File: src/rtl/state_pkg.sv
// ---------------------------------------------------------------------------
// state_pkg
// Shared state encodings and constants for the display pipeline blocks.
//   Vstate_t / Hstate_t : raster generator vertical/horizontal phases
//   cap_state_t         : frame capture FSM (IDLE, CAPTURE)
//   PIX_PER_WORD        : pixels packed per frame-memory word; used by
//                         both frame_memory_control and disp_frame_capture
//   ERR_LINE_LEN/CNT    : bit positions inside the capture error vector
// ---------------------------------------------------------------------------
package state_pkg;

  typedef enum logic [1:0] {
    V_SYNC,
    V_BACK,
    V_ACTIVE,
    V_FRONT
  } Vstate_t;

  typedef enum logic [1:0] {
    H_SYNC,
    H_BACK,
    H_ACTIVE,
    H_FRONT
  } Hstate_t;

  typedef enum logic {
    CAP_IDLE,
    CAP_CAPTURE
  } cap_state_t;

  localparam int PIX_PER_WORD = 4;
  localparam int SLOT_W       = $clog2(PIX_PER_WORD);

  localparam int ERR_LINE_LEN = 0;
  localparam int ERR_LINE_CNT = 1;

endpackage

File: src/rtl/disp_frame_capture_pixel_packer.sv
// ---------------------------------------------------------------------------
// pixel_packer
// Collects PIX_PER_WORD consecutive pixels into one memory word. Slot 0 is
// the least significant pixel. The last pixel of a word is not stored: it
// is presented straight from i_data together with the stored slots, so the
// complete word is available on o_word in the same cycle it is accepted.
//   i_clk        : pixel clock
//   rst_n        : asynchronous active-low reset
//   i_valid      : accept i_data into the current slot
//   i_flush      : drop any partial word and return to slot 0
//   i_data       : pixel
//   o_word       : packed word (valid when o_word_valid=1)
//   o_word_valid : this cycle's pixel completes a word
// ---------------------------------------------------------------------------
module pixel_packer
  import state_pkg::*;
#(
  parameter int DATA_WIDTH = 24
) (
  input  logic                               i_clk,
  input  logic                               rst_n,
  input  logic                               i_valid,
  input  logic                               i_flush,
  input  logic [DATA_WIDTH-1:0]              i_data,
  output logic [DATA_WIDTH*PIX_PER_WORD-1:0] o_word,
  output logic                               o_word_valid
);

  localparam logic [SLOT_W-1:0] LAST_SLOT = SLOT_W'(PIX_PER_WORD - 1);

  logic [SLOT_W-1:0]                      r_slot;
  logic [DATA_WIDTH*(PIX_PER_WORD-1)-1:0] r_pack;

  // Flush wins over valid; the two never coincide in normal streams but a
  // flush must always leave the packer at a word boundary.
  always_ff @(posedge i_clk or negedge rst_n) begin
    if (!rst_n) begin
      r_slot <= '0;
      r_pack <= '0;
    end else if (i_flush) begin
      r_slot <= '0;
      r_pack <= '0;
    end else if (i_valid) begin
      if (r_slot == LAST_SLOT) begin
        r_slot <= '0;
      end else begin
        r_slot <= r_slot + 1'b1;
      end
      for (int s = 0; s < PIX_PER_WORD - 1; s++) begin
        if (r_slot == SLOT_W'(s)) begin
          r_pack[s*DATA_WIDTH +: DATA_WIDTH] <= i_data;
        end
      end
    end
  end

  assign o_word       = {i_data, r_pack};
  assign o_word_valid = i_valid & ~i_flush & (r_slot == LAST_SLOT);

endmodule

File: src/rtl/disp_frame_capture.sv
// ---------------------------------------------------------------------------
// disp_frame_capture
// Receives a raster video stream, packs PIX_PER_WORD pixels per word and
// writes the words into frame memory through an active-low CSN/WEN port.
// Frame geometry is checked; a one-cycle done strobe marks a clean frame.
//   i_clk        : pixel clock, rising edge
//   rst_n        : asynchronous active-low reset
//   i_cap_en     : capture enable, sampled on the vsync rising edge
//   i_vsync      : vertical sync pulse (active high)
//   i_hsync      : horizontal sync pulse (active high)
//   i_de         : data enable; high for active pixels
//   i_data       : pixel data
//   o_fmem_csn   : memory chip select (active low)
//   o_fmem_wen   : memory write enable (active low)
//   o_fmem_addr  : memory word address
//   o_fmem_din   : packed write data
//   o_frame_done : one-cycle pulse after a clean, complete frame
//   o_err        : sticky errors, [0] line length, [1] line count/overflow
//   o_busy       : high while capturing
// ---------------------------------------------------------------------------
module disp_frame_capture
  import state_pkg::*;
#(
  parameter int HRES       = 320,
  parameter int VRES       = 240,
  parameter int DATA_WIDTH = 24,
  parameter int MEM_WIDTH  = DATA_WIDTH * PIX_PER_WORD,
  parameter int ADDR_DEPTH = HRES * VRES / PIX_PER_WORD,
  parameter int ADDR_WIDTH = $clog2(ADDR_DEPTH)
) (
  input  logic                  i_clk,
  input  logic                  rst_n,
  input  logic                  i_cap_en,
  input  logic                  i_vsync,
  input  logic                  i_hsync,
  input  logic                  i_de,
  input  logic [DATA_WIDTH-1:0] i_data,
  output logic                  o_fmem_csn,
  output logic                  o_fmem_wen,
  output logic [ADDR_WIDTH-1:0] o_fmem_addr,
  output logic [MEM_WIDTH-1:0]  o_fmem_din,
  output logic                  o_frame_done,
  output logic [1:0]            o_err,
  output logic                  o_busy
);

  localparam int PIX_W  = $clog2(HRES + 1);
  localparam int LINE_W = $clog2(VRES + 1);
  // One extra bit so the word counter can hold ADDR_DEPTH ("memory full").
  localparam int WCNT_W = ADDR_WIDTH + 1;

  localparam logic [PIX_W-1:0]  PIX_MAX   = {PIX_W{1'b1}};
  localparam logic [PIX_W-1:0]  PIX_LINE  = PIX_W'(HRES);
  localparam logic [LINE_W-1:0] LINE_ALL  = LINE_W'(VRES);
  localparam logic [LINE_W-1:0] LINE_LAST = LINE_W'(VRES - 1);
  localparam logic [WCNT_W-1:0] WORD_FULL = WCNT_W'(ADDR_DEPTH);

  cap_state_t            r_state;
  cap_state_t            w_stateNext;
  logic                  r_vsync;
  logic                  r_de;
  logic [PIX_W-1:0]      r_pixCnt;
  logic [LINE_W-1:0]     r_lineCnt;
  logic [LINE_W-1:0]     w_lineCntInc;
  logic [LINE_W-1:0]     w_lineCntNext;
  logic [WCNT_W-1:0]     r_wordCnt;
  logic                  r_csn;
  logic                  r_wen;
  logic                  r_done;
  logic [ADDR_WIDTH-1:0] r_addr;
  logic [MEM_WIDTH-1:0]  r_din;
  logic [MEM_WIDTH-1:0]  w_word;
  logic [1:0]            r_err;
  logic [1:0]            w_errHit;
  logic [1:0]            w_errFrame;
  logic                  w_vsRise;
  logic                  w_capture;
  logic                  w_lineEnd;
  logic                  w_lastLine;
  logic                  w_pixValid;
  logic                  w_flush;
  logic                  w_wordValid;
  logic                  w_overflow;
  logic                  w_writeDo;
  logic                  w_start;
  logic                  w_doneNext;
  logic                  w_unused;

  // hsync carries nothing the capture needs (de delimits lines); it stays on
  // the port so the block attaches to the sync generator bus unchanged.
  assign w_unused = i_hsync;

  // Edge detection on vsync and de.
  always_ff @(posedge i_clk or negedge rst_n) begin
    if (!rst_n) begin
      r_vsync <= 1'b0;
      r_de    <= 1'b0;
    end else begin
      r_vsync <= i_vsync;
      r_de    <= i_de;
    end
  end

  assign w_vsRise  = i_vsync & ~r_vsync;
  assign w_capture = (r_state == CAP_CAPTURE);

  // A vsync rise during an active pixel closes that line before the frame
  // restarts; the pixel on the vsync cycle itself belongs to neither frame.
  assign w_lineEnd  = w_capture & ((r_de & ~i_de) | (w_vsRise & i_de));
  assign w_pixValid = w_capture & i_de & ~w_vsRise;
  assign w_flush    = w_lineEnd | w_vsRise;

  pixel_packer #(
    .DATA_WIDTH(DATA_WIDTH)
  ) u_packer (
    .i_clk        (i_clk),
    .rst_n        (rst_n),
    .i_valid      (w_pixValid),
    .i_flush      (w_flush),
    .i_data       (i_data),
    .o_word       (w_word),
    .o_word_valid (w_wordValid)
  );

  // A completed word with no address left is dropped instead of wrapping.
  assign w_overflow = w_wordValid & (r_wordCnt == WORD_FULL);
  assign w_writeDo  = w_wordValid & ~w_overflow;

  assign w_lineCntInc  = (r_lineCnt == LINE_ALL) ? r_lineCnt : r_lineCnt + 1'b1;
  assign w_lineCntNext = w_lineEnd ? w_lineCntInc : r_lineCnt;
  assign w_lastLine    = w_lineEnd & (r_lineCnt == LINE_LAST);

  // Errors raised this cycle. A vsync arriving before the frame reached its
  // full line count is a line-count error, as is running out of addresses.
  always_comb begin
    w_errHit               = 2'b00;
    w_errHit[ERR_LINE_LEN] = w_lineEnd && (r_pixCnt != PIX_LINE);
    w_errHit[ERR_LINE_CNT] = w_overflow ||
                             (w_capture && w_vsRise && (w_lineCntNext != LINE_ALL));
  end

  assign w_errFrame = r_err | w_errHit;

  // State register.
  always_ff @(posedge i_clk or negedge rst_n) begin
    if (!rst_n) begin
      r_state <= CAP_IDLE;
    end else begin
      r_state <= w_stateNext;
    end
  end

  // Next state. The frame ends at the close of line VRES-1, which is the
  // cycle after its final write, so done lines up with that strobe's
  // release. A vsync in CAPTURE aborts the frame and, with capture still
  // enabled, starts the next one straight away.
  always_comb begin
    w_stateNext = r_state;
    w_start     = 1'b0;
    w_doneNext  = 1'b0;
    case (r_state)
      CAP_IDLE: begin
        if (w_vsRise && i_cap_en) begin
          w_stateNext = CAP_CAPTURE;
          w_start     = 1'b1;
        end
      end
      CAP_CAPTURE: begin
        w_doneNext = w_lastLine && (w_errFrame == 2'b00);
        if (w_vsRise) begin
          if (i_cap_en) begin
            w_stateNext = CAP_CAPTURE;
            w_start     = 1'b1;
          end else begin
            w_stateNext = CAP_IDLE;
          end
        end else if (w_lastLine) begin
          w_stateNext = CAP_IDLE;
        end
      end
      default: begin
        w_stateNext = CAP_IDLE;
      end
    endcase
  end

  // Counters, error flags and the registered memory port. On a restart out
  // of CAPTURE the error vector reports the frame that was cut short, so an
  // early vsync stays visible; a start from IDLE begins with a clean slate.
  always_ff @(posedge i_clk or negedge rst_n) begin
    if (!rst_n) begin
      r_pixCnt  <= '0;
      r_lineCnt <= '0;
      r_wordCnt <= '0;
      r_addr    <= '0;
      r_din     <= '0;
      r_csn     <= 1'b1;
      r_wen     <= 1'b1;
      r_done    <= 1'b0;
      r_err     <= 2'b00;
    end else begin
      r_csn  <= ~w_writeDo;
      r_wen  <= ~w_writeDo;
      r_done <= w_doneNext;
      if (w_start) begin
        r_pixCnt  <= '0;
        r_lineCnt <= '0;
        r_wordCnt <= '0;
        r_addr    <= '0;
        r_err     <= w_capture ? w_errFrame : 2'b00;
      end else begin
        if (w_lineEnd) begin
          r_pixCnt <= '0;
        end else if (w_pixValid && (r_pixCnt != PIX_MAX)) begin
          r_pixCnt <= r_pixCnt + 1'b1;
        end
        r_lineCnt <= w_lineCntNext;
        if (w_writeDo) begin
          r_addr    <= r_wordCnt[ADDR_WIDTH-1:0];
          r_din     <= w_word;
          r_wordCnt <= r_wordCnt + 1'b1;
        end
        if (w_capture) begin
          r_err <= w_errFrame;
        end
      end
    end
  end

  assign o_fmem_csn   = r_csn;
  assign o_fmem_wen   = r_wen;
  assign o_fmem_addr  = r_addr;
  assign o_fmem_din   = r_din;
  assign o_frame_done = r_done;
  assign o_err        = r_err;
  assign o_busy       = w_capture;

endmodule

File: config.mk
export PLATFORM = sky130hd
export DESIGN_NAME = disp_frame_capture
export DESIGN_NICKNAME = d
export VERILOG_FILES = /design/src/rtl/state_pkg.sv /design/src/rtl/disp_frame_capture_pixel_packer.sv /design/src/rtl/disp_frame_capture.sv
export SDC_FILE = /design/constraint.sdc
export NUM_CORES = 1
export LEC_CHECK = 0
export CAP_MARGIN = 25
export CORE_MARGIN = 2
export CORE_UTILIZATION = 35
export DETAILED_ROUTE_END_ITERATION = 10
export GPL_ROUTABILITY_DRIVEN = 0
export PLACE_DENSITY = 0.61
export REMOVE_ABC_BUFFERS = 1
export SETUP_SLACK_MARGIN = 0.2
export SYNTH_ARGS = -nofsm -noshare
export SYNTH_HDL_FRONTEND = slang
export SYNTH_HIERARCHICAL = 1
export SYNTH_SLANG_ARGS = --single-unit
File: constraint.sdc
create_clock -name i_clk -period 6 [get_ports i_clk]
set_clock_uncertainty 0.1 [all_clocks]
set_input_delay 1.2 -clock i_clk [delete_from_list [all_inputs] [get_ports i_clk]]
set_output_delay 1.2 -clock i_clk [all_outputs]
set_load 0.05 [all_outputs]
; ---- Yosys cells after proc, flatten, opt, wreduce, memory -nomap -nowiden
; Cells that the tools add are included.
; Widths: inputs -> output; s select.
[totals]
ff_bits = 225
output_inout_bits = 117
input_bits = 30
[classes]
eq_ne = 9
bitwise = 22
reduce_logical = 20
n_mux = 29
add_sub_neg = 4
[op_table]
columns = op, n
row1 = $mux 72, 2
row2 = $mux 24, 3
row3 = $mux 16, 2
row4 = $mux 15, 2
row5 = $mux 9, 3
row6 = $mux 8, 3
row7 = $ne 9x9->1 const B, 2
row8 = $add 16x1->16 const B, 1
row9 = $eq 16x15->1 const B, 1
row10 = $eq 8x8->1 const B, 2
row11 = $mux 2, 6
row12 = $reduce_bool 2->1, 6
row13 = $and 1x1->1, 11
row14 = $add 9x1->9 const B, 1
row15 = $add 8x1->8 const B, 1
row16 = $ne 8x8->1 const B, 1
row17 = $not 1->1, 8
row18 = $reduce_and 2->1, 4
row19 = $logic_and 1x1->1, 6
row20 = $mux 1, 6
row21 = $eq 2x2->1 const B, 2
row22 = $logic_not 2->1, 2
row23 = $pmux 1 s2, 2
row24 = $reduce_bool 3->1, 1
row25 = other kinds (5), 6

; ---- Logic depth before layout (Yosys ltp)
; Gate-level depths: netlist of run 1.
[logic_depth]
ltp_word = 15
ltp_mapped = 13
depth_no_buf = 10

; ---- Hierarchy
; Netlist of run 1, hierarchy kept.
[modules_own_cells]
columns = mod, n_inst, cells_each, area_per_inst_um2
row1 = disp_frame_capture, 1, 491, 6463.7
row2 = pixel_packer, 1, 300, 3608.5

; ---- Worst setup path after synthesis of run 1
; No wires, ideal clock.
[synth_timing]
path_kind = input to register
startpoint = input i_de
endpoint = register r_din[27], in the netlist o_fmem_din[27]
setup_slack_ns = 2.689
n_path_buf = 4
cell_stages = 12
arrival_time_ns = 3.086
t_required_ns = 5.775
cell_sequence = nand3b_1 -> nand2_1 -> buf_2 -> clkbuf_1 -> nor2_1 -> inv_1 -> a41oi_2 -> inv_2 -> nor2_2 -> buf_6 -> buf_6 -> mux2_4
[synth_between]
elab_chain_len = 12
word_cells_on_any_way = 15
classes_between = bitwise (14) / reduce/logical (1)
[synth_lines]
columns = element, line
row1 = start: declaration, disp_frame_capture.sv:36  ; input logic i_de,
row2 = $not 1->1, disp_frame_capture.sv:109  ; assign w_lineEnd = w_capture & ((r_de & ~i_de) | (w_vsRise & i_de));
row3 = $and 1x1->1, disp_frame_capture.sv:109
row4 = $or 1x1->1 *, disp_frame_capture.sv:109
row5 = $and 1x1->1 *, disp_frame_capture.sv:109
row6 = $or 1x1->1 *, disp_frame_capture.sv:111  ; assign w_flush = w_lineEnd | w_vsRise;
row7 = net w_flush, disp_frame_capture.sv:81  ; logic w_flush;
row8 = $not 1->1 *, disp_frame_capture_pixel_packer.sv:58  ; assign o_word_valid = i_valid & ~i_flush & (r_slot == LAST_SLOT);
row9 = $and 1x1->1 * (2 in a row), disp_frame_capture_pixel_packer.sv:58
row10 = net w_wordValid, disp_frame_capture.sv:82  ; logic w_wordValid;
row11 = $and 1x1->1, disp_frame_capture.sv:126  ; assign w_overflow = w_wordValid & (r_wordCnt == WORD_FULL);
row12 = $not 1->1, disp_frame_capture.sv:127  ; assign w_writeDo = w_wordValid & ~w_overflow;
row13 = $and 1x1->1 *, disp_frame_capture.sv:127
row14 = $reduce_and 2->1 (no line) *, --
row15 = end signal: assignment, disp_frame_capture.sv:220  ; r_din <= w_word;
row16 = end: declaration, disp_frame_capture.sv:71  ; logic [MEM_WIDTH-1:0] r_din;
; Mark *: on every way through the listed nets, which the timed path passes. The rest lies on a longest branch.
; A chain may end at the register's enable or synchronous reset.

; ---- Final worst setup path of run 1
[layout_timing]
startpoint = input i_vsync
endpoint = register r_din[0], in the netlist o_fmem_din[0]
[layout_between]
word_cells_on_any_way = 19
classes_between = mux (3) / bitwise (14) / reduce/logical (2)
[layout_lines]
columns = element, line
row1 = start: declaration, disp_frame_capture.sv:34  ; input logic i_vsync,
row2 = $and 1x1->1 *, disp_frame_capture.sv:104  ; assign w_vsRise = i_vsync & ~r_vsync;
row3 = $not 1->1 *, disp_frame_capture.sv:110  ; assign w_pixValid = w_capture & i_de & ~w_vsRise;
row4 = $and 1x1->1 *, disp_frame_capture.sv:110
row5 = net w_pixValid, disp_frame_capture.sv:80  ; logic w_pixValid;
row6 = $and 1x1->1 * (2 in a row), disp_frame_capture_pixel_packer.sv:58
row7 = net w_wordValid, disp_frame_capture.sv:82
row8 = $and 1x1->1, disp_frame_capture.sv:126
row9 = $not 1->1, disp_frame_capture.sv:127
row10 = $and 1x1->1 *, disp_frame_capture.sv:127
row11 = $reduce_and 2->1 (no line) *, --
; Marks and branches as above.

==> summary.md, run 1 <==
| Metric | Value |
|---|---|
| Outcome | `finished clean` |
| Total number of vias | `6044` |
| Peak Freq | `242.2 MHz` |
| TritonRoute pass-1 iters | `4` |
| Crit path launch type | `primary input` |
| Cell with the most instances after synthesis | `dfrtp_1` |
| Final #Nets | `946` |
| Total negative slack | `0 ns` |
| Synth warn | `6` |
| Most used DFF post-synth | `dfrtp_1` |
| Worst-path clk slew | `0.06 ns` |
| Largest net degree at the start of global routing | `130` |
| Worst min path class | `flop to flop` |
| Hold Crit Start | `u_packer/r_pack[46]$_DFFE_PN0P_` |
| Worst-path cell chain | `clkdlybuf4s50_1 > nand2b_1 > and3_1 > nand2_1 > nor2_1 > inv_1 > a41oi_2 > buf_4 > inv_2 > nor2_4 > buf_12 > mux2_2` |
| Pre-CTS WS | `1.315 ns` |
| Post-Syn Area | `0.01007 sq mm` |
| Top Family by Delay on Critical Path | `buffers and inverters` |
| Compound-Gate Fraction of Synth Area | `0.02671` |
| Initial antenna violation count | `0` |
| Least-Margin Pin Slew | `1.013 ns` |
| Crit path required time | `6.32 ns` |
| Critical R2R Launch | `o_busy$_DFF_PN0_` |
| CP Data Arrival Time | `4.45 ns` |
| Final min period | `4.129 ns` |
| Post-Place Cells | `1261` |
| Post-synth top cells | `224 x dfrtp_1, 98 x nand2b_1, 75 x mux2i_1` |
| Post-CTS setup buffer count | `0` |
| Final worst slack | `1.871 ns` |
| Dpl hpwl | `12650 um` |
| Slowest CP cell | `clkdlybuf4s50_1` |
| Pwr Density | `283.7 mW/mm^2` |
| Core box area | `0.02855 sq mm` |
| Top area cells in the synthesized netlist | `dfrtp_1 56%, mux2i_1 7.5%, mux2_2 6.5%` |
| XOR/XNOR Fraction of Synth Area | `0.02174` |
| Largest family of logic cells by synthesized area | `multiplexers` |
| Flops & latches, synth | `225` |
| Leak Pwr | `5.822 nW` |
| Cts hold-fix bufs | `0` |
| Worst vdd rail ir drop | `0.1912 mV` |
| Die width | `173.6 um` |
| Critical path class | `primary input to flop` |
| Slew headroom | `0.3226` |
| Post-synth ARST share | `1.000` |
| Starting DRC count in detailed routing | `338` |
| RSZ-0062 raised after global routing | `no` |
| Maxcap violations | `0` |
| Number of synthesized flops with an enable pin | `0` |
| Clk root buf | `clkbuf_16` |
| Fillers | `2660` |
| Synth Area per Inst | `12.73 sq um` |
| Total Routing Usage GR | `0.1397` |
| Register area share after synthesis | `0.5591` |
| CP endpoint kind | `flop` |
| Area leader, netlist | `dfrtp_1` |
| Num ports | `147` |
| Skew-Pair Late Insertion Delay | `0.53 ns` |
| Layout Cells excl Fill | `1307` |
| Area Growth Syn to Fin | `24.09%` |
| Yosys cell types | `50` |
| Drt drc | `0` |
| Area share of the largest cell type after synthesis | `0.5565` |
| Max Root-Sink Buffers | `3` |
| Layout cells sized above 1 | `0.1712` |
| Post-synthesis mux area share | `0.1990` |
| Die area | `0.03015 sq mm` |
| Total routed wirelength | `20880 um` |
| PostCTS Resize Cnt | `0` |
| Row count | `62` |
| CTS tree | `built` |
| Critical Path Source | `i_vsync` |
| Antenna Nets Post-Route | `0` |
| Vias per cell | `4.624` |
| Final setup violation count | `0` |
| Adder-Cell Fraction of Synth Area | `0.01366` |
| Slew Viols, Final | `0` |
| Vias in the first global route | `6384` |
| Starting Density | `0.3528` |
| CTS sink cnt | `225` |
| Grt total ovfl | `0` |
| Antenna cells | `0` |
| Global-route wire length before repair | `34820 um` |
| Fin. Hold Viols | `0` |
| Simple-Gate Fraction of Synth Area | `0.1287` |
| Final period util | `0.6882` |
| H-tree depth | `1` |
| Synth Instances | `791` |
| Die height | `173.6 um` |
| Number of port buffers | `145` |
| CP max stage delay | `0.46 ns` |
| Buf/Inv on CP | `5` |
| Drt wl/cell | `15.97 um` |
| CP Max Fanout | `80` |
| CTS Buf Count | `26` |
[worst paths after layout]
kind                                              end  slack, ns  cells past startpoint
max                         o_fmem_din[0]$_DFFE_PN0P_       1.87                     12
min                        o_fmem_din[46]$_DFFE_PN0P_       0.39                      1
max reg2reg                 o_fmem_din[0]$_DFFE_PN0P_       2.65                     10
min reg2reg                o_fmem_din[46]$_DFFE_PN0P_       0.39                      1
max in group asynchronous        o_fmem_wen$_DFF_PN1_       4.02                      2
min in group asynchronous  o_fmem_din[18]$_DFFE_PN0P_       0.66                      1
[final cells by class]
type                            count  area, sq um  share of cell area
Clock inverter                      8        101.3            0.008109
Sequential cell                   225         5632              0.4506
Timing Repair Buffer              152         1546              0.1237
Tap cell                          384        480.5             0.03844
Inverter                           13        48.80            0.003904
Clock buffer                       38        755.7             0.06047
Multi-Input combinational cell    487         3934              0.3147
[registers in the layout, indices dropped and copies added, names as in the netlist]
signal,count
u_packer/r_slot,2
o_frame_done,1
r_de,1
o_fmem_wen,1
o_fmem_din,96
r_lineCnt,8
o_err,2
o_fmem_addr,15
o_busy,1
r_pixCnt,9
r_vsync,1
r_wordCnt,16
u_packer/r_pack,72
[layout by cell type, fill, tap and decap left out, drive strengths merged, types with 2 or more instances in the layout]
cell	netlist	layout
a21oi	27	27
nor2b	4	4
nor3	3	3
nand3	7	7
bufinv	0	2
mux2	98	98
nand2	45	45
nor3b	2	2
nand4	11	11
and2	3	3
clkdlybuf4s50	0	144
or3	3	3
and3	10	10
xnor2	13	13
a211oi	2	2
mux2i	75	75
inv	13	13
clkinv	0	6
nand4b	2	2
nand3b	2	2
nor4bb	2	2
a22o	2	2
a41oi	2	2
clkbuf	15	38
xor2	12	12
and4	3	3
buf	51	8
nor2	37	37
dfrtp	224	224
nand2b	98	98
o21ai	5	5
ha	11	11
[stage by stage]
stage	util	hold slack [ns]	total power, mW	area (sq um)
CTS	0.4378	0.3807	3.612	12500
floorplan	-	0.3807	1.861	9607
global route	0.4378	0.3973	3.704	12500
detailed placement	0.4078	0.3927	2.010	11640
finish	0.4378	0.3879	3.546	12500
global placement	0.4071	0.3865	2.001	11620
[cells by family after synthesis]
family	count (synthesis)
and+or+nand+nor	235
adders and majority gates	11
muxes	173
AOI/OAI and AO/OA	43
buffers and inverters	79
DFF	225
xor gates and xnor gates	25
[metal layers]
metal / share of wire / track usage
met1: 0.49 / 0.2014
met2: 0.45 / 0.2202
met3: 0.039 / 0.02478
met4: 0.020 / 0.03186
met5: 0 / 0
[power breakdown]
| part | total (mW) | switching (mW) | internal (mW) |
|---|---|---|---|
| Combinational | 0.347 | 0.207 | 0.140 |
| Clock | 1.57 | 0.615 | 0.954 |
| Sequential | 1.63 | 0.0486 | 1.58 |
No activity file was read; power rests on OpenSTA's default activity.
==> run 2: changes to the inputs <==
Clock period 6 ns to 4.3 ns, I/O delays scaled along.
==> summary.md, run 2 (same netlist as run 1, synthesis figures left out) <==
| Metric | Value |
|---|---|
| Grt total ovfl | `0` |
| Area Growth Syn to Fin | `26.11%` |
| TritonRoute pass-1 iters | `5` |
| Final min period | `3.027 ns` |
| Most frequent cells in the layout | `224 x dfrtp_1, 144 x clkdlybuf4s50_1, 98 x nand2b_1` |
| Row count | `62` |
| Core box area | `0.02855 sq mm` |
| Slowest CP cell | `clkdlybuf4s50_1` |
| Maxcap violations | `0` |
| Clk root buf | `clkbuf_16` |
| CP Max Fanout | `11` |
| Largest net degree at the start of global routing | `99` |
| Clk pwr share | `0.459` |
| CTS sink cnt | `225` |
| Starting DRC count in detailed routing | `293` |
| Fillers | `2666` |
| DP Area | `0.01175 sq mm` |
| Internal cell power | `3.882 mW` |
| Drt wl/cell | `15.99 um` |
| Crit path launch type | `primary input` |
| Vias per cell | `4.671` |
| Leak Pwr | `5.919 nW` |
| FF-to-FF path depth | `9` |
| Die height | `173.6 um` |
| Layout cells sized above 1 | `0.1846` |
| CTS Buf Count | `26` |
| CP max stage delay | `0.51 ns` |
| Slew headroom | `0.4486` |
| Critical Path Source | `i_de` |
| Antenna Nets Post-Route | `0` |
| CTS tree | `built` |
| Dpl hpwl | `13400 um` |
| Total number of vias | `6171` |
| Final period util | `0.7040` |
| Initial antenna violation count | `0` |
| Skew-Pair Late Insertion Delay | `0.52 ns` |
| CP endpoint kind | `flop` |
| Flop pwr share | `0.446` |
| Commonest non-fill, non-tap cell in the layout | `dfrtp_1` |
| Max Root-Sink Buffers | `3` |
| Crit path required time | `4.60 ns` |
| R2r setup slk | `1.66 ns` |
| Logic pwr share | `0.095` |
| Critical R2R Launch | `o_busy$_DFF_PN0_` |
| Overall Power | `5.099 mW` |
| Switching power | `1.217 mW` |
| Die area | `0.03015 sq mm` |
| Global-route wire length before repair | `35750 um` |
| Drt drc | `0` |
| Fin. Hold Viols | `0` |
| Sw Ratio | `0.2387` |
| Starting Density | `0.3528` |
| Slew Viols, Final | `0` |
| Num ports | `147` |
| Antenna cells | `0` |
| Peak Freq | `330.4 MHz` |
| Worst min path class | `primary input to async pin` |
| RSZ-0062 raised after global routing | `no` |
| Post-CTS setup buffer count | `0` |
| Final #Nets | `958` |
| Number of port buffers | `145` |
| Critical path endpoint | `o_fmem_din[4]$_DFFE_PN0P_` |
| CP Data Arrival Time | `3.33 ns` |
| Max reg flops | `96` |
| Final setup violation count | `0` |
| Least-Margin Pin Slew | `0.8271 ns` |
| Worst-path cell chain | `clkdlybuf4s50_1 > nand3b_1 > nand2_2 > nor2_1 > inv_1 > a41oi_2 > inv_2 > nor2_4 > buf_4 > mux2_2` |
| Outcome | `finished clean` |
| Reg2reg end | `o_fmem_din[4]$_DFFE_PN0P_` |
| Cts hold-fix bufs | `0` |
| H-tree depth | `1` |
| Die width | `173.6 um` |
| Total Routing Usage GR | `0.1435` |
| Worst vdd rail ir drop | `0.2553 mV` |
| PostCTS Resize Cnt | `0` |
| Total routed wirelength | `21120 um` |
| Vias in the first global route | `6602` |
| Post-route design area | `0.01270 sq mm` |
| Critical path class | `primary input to flop` |
| Pwr Density | `401.4 mW/mm^2` |
| Worst-path clk slew | `0.06 ns` |
| Final Core Density | `0.4450` |
==> run 2: changes by cell type in the layout (fill, tap and decap cells not counted) <==
cell	delta
buf_4	+9
buf_12	+3
clkbuf_8	+3
clkinv_2	-3
clkinvlp_4	+2
bufinv_16	+1
clkbuf_1	-1
clkbuf_16	+1
clkinv_8	-1
==> run 2: how the worst min path moves through the flow <==
stage	end	start	slack, ns	depth (start not counted)
global placement	o_fmem_din[40]$_DFFE_PN0P_	u_packer/r_pack[40]$_DFFE_PN0P_	0.39	1
global route	o_fmem_din[42]$_DFFE_PN0P_	rst_n	0.27	1
floorplan	o_fmem_din[0]$_DFFE_PN0P_	u_packer/r_pack[0]$_DFFE_PN0P_	0.38	1
finish	o_fmem_din[42]$_DFFE_PN0P_	rst_n	0.23	1
detailed placement	o_fmem_din[29]$_DFFE_PN0P_	u_packer/r_pack[29]$_DFFE_PN0P_	0.39	1
CTS	o_fmem_din[18]$_DFFE_PN0P_	rst_n	0.26	1
==> run 2: critical path: cells and delay by family <==
family,cells,cell delay [ns]
compound gates,1,0.19
buf+inv,4,0.96
mux,1,0.35
simple gates,4,0.94
==> run 2: per-stage QoR <==
| step | setup TNS [ns] | cells | setup slack (ns) | hold slack, ns |
|---|---|---|---|---|
| finish | 0 | 1321 | 1.273 | 0.2335 |
| global route | 0 | 1321 | 1.050 | 0.2710 |
| CTS | 0 | 1320 | 1.256 | 0.2629 |
| detailed placement | 0 | 1272 | 0.7041 | 0.3939 |
| global placement | 0 | 1272 | 0.6934 | 0.3881 |
| floorplan | -255.30 | 725 | -2.679 | 0.3807 |
==> run 2: final cells by class <==
type / count / area (sq um) / share of cell area
inverters: 13 / 48.80 / 0.003842
clock buffers: 41 / 818.3 / 0.06442
multi-input cells: 487 / 3934 / 0.3097
repair buffers: 164 / 1674 / 0.1318
flip-flops and latches: 225 / 5632 / 0.4434
clock inverters: 7 / 115.1 / 0.009062
well taps: 384 / 480.5 / 0.03783
==> run 2: layer usage <==
| metal | routed length, um | global-route usage | part of all wire | vias to the layer above |
|---|---|---|---|---|
| met4 | 251 | 0.02801 | 0.012 | 0 |
| met5 | 0 | 0 | 0 | - |
| met2 | 9613 | 0.2320 | 0.46 | 136 |
| li1 | - | - | - | 2912 |
| met3 | 1184 | 0.02873 | 0.056 | 25 |
| met1 | 10070 | 0.2017 | 0.48 | 3098 |
==> run 2: power by group through the flow <==
stage / clock (mW) / sequential, mW / combinational (mW)
after CTS: 2.43 / 2.27 / 0.497
after detailed placement: 0 / 2.31 / 0.494
after global placement: 0 / 2.31 / 0.487
after global routing: 2.52 / 2.29 / 0.538
after floorplan: 0 / 2.38 / 0.216
final: 2.34 / 2.27 / 0.485
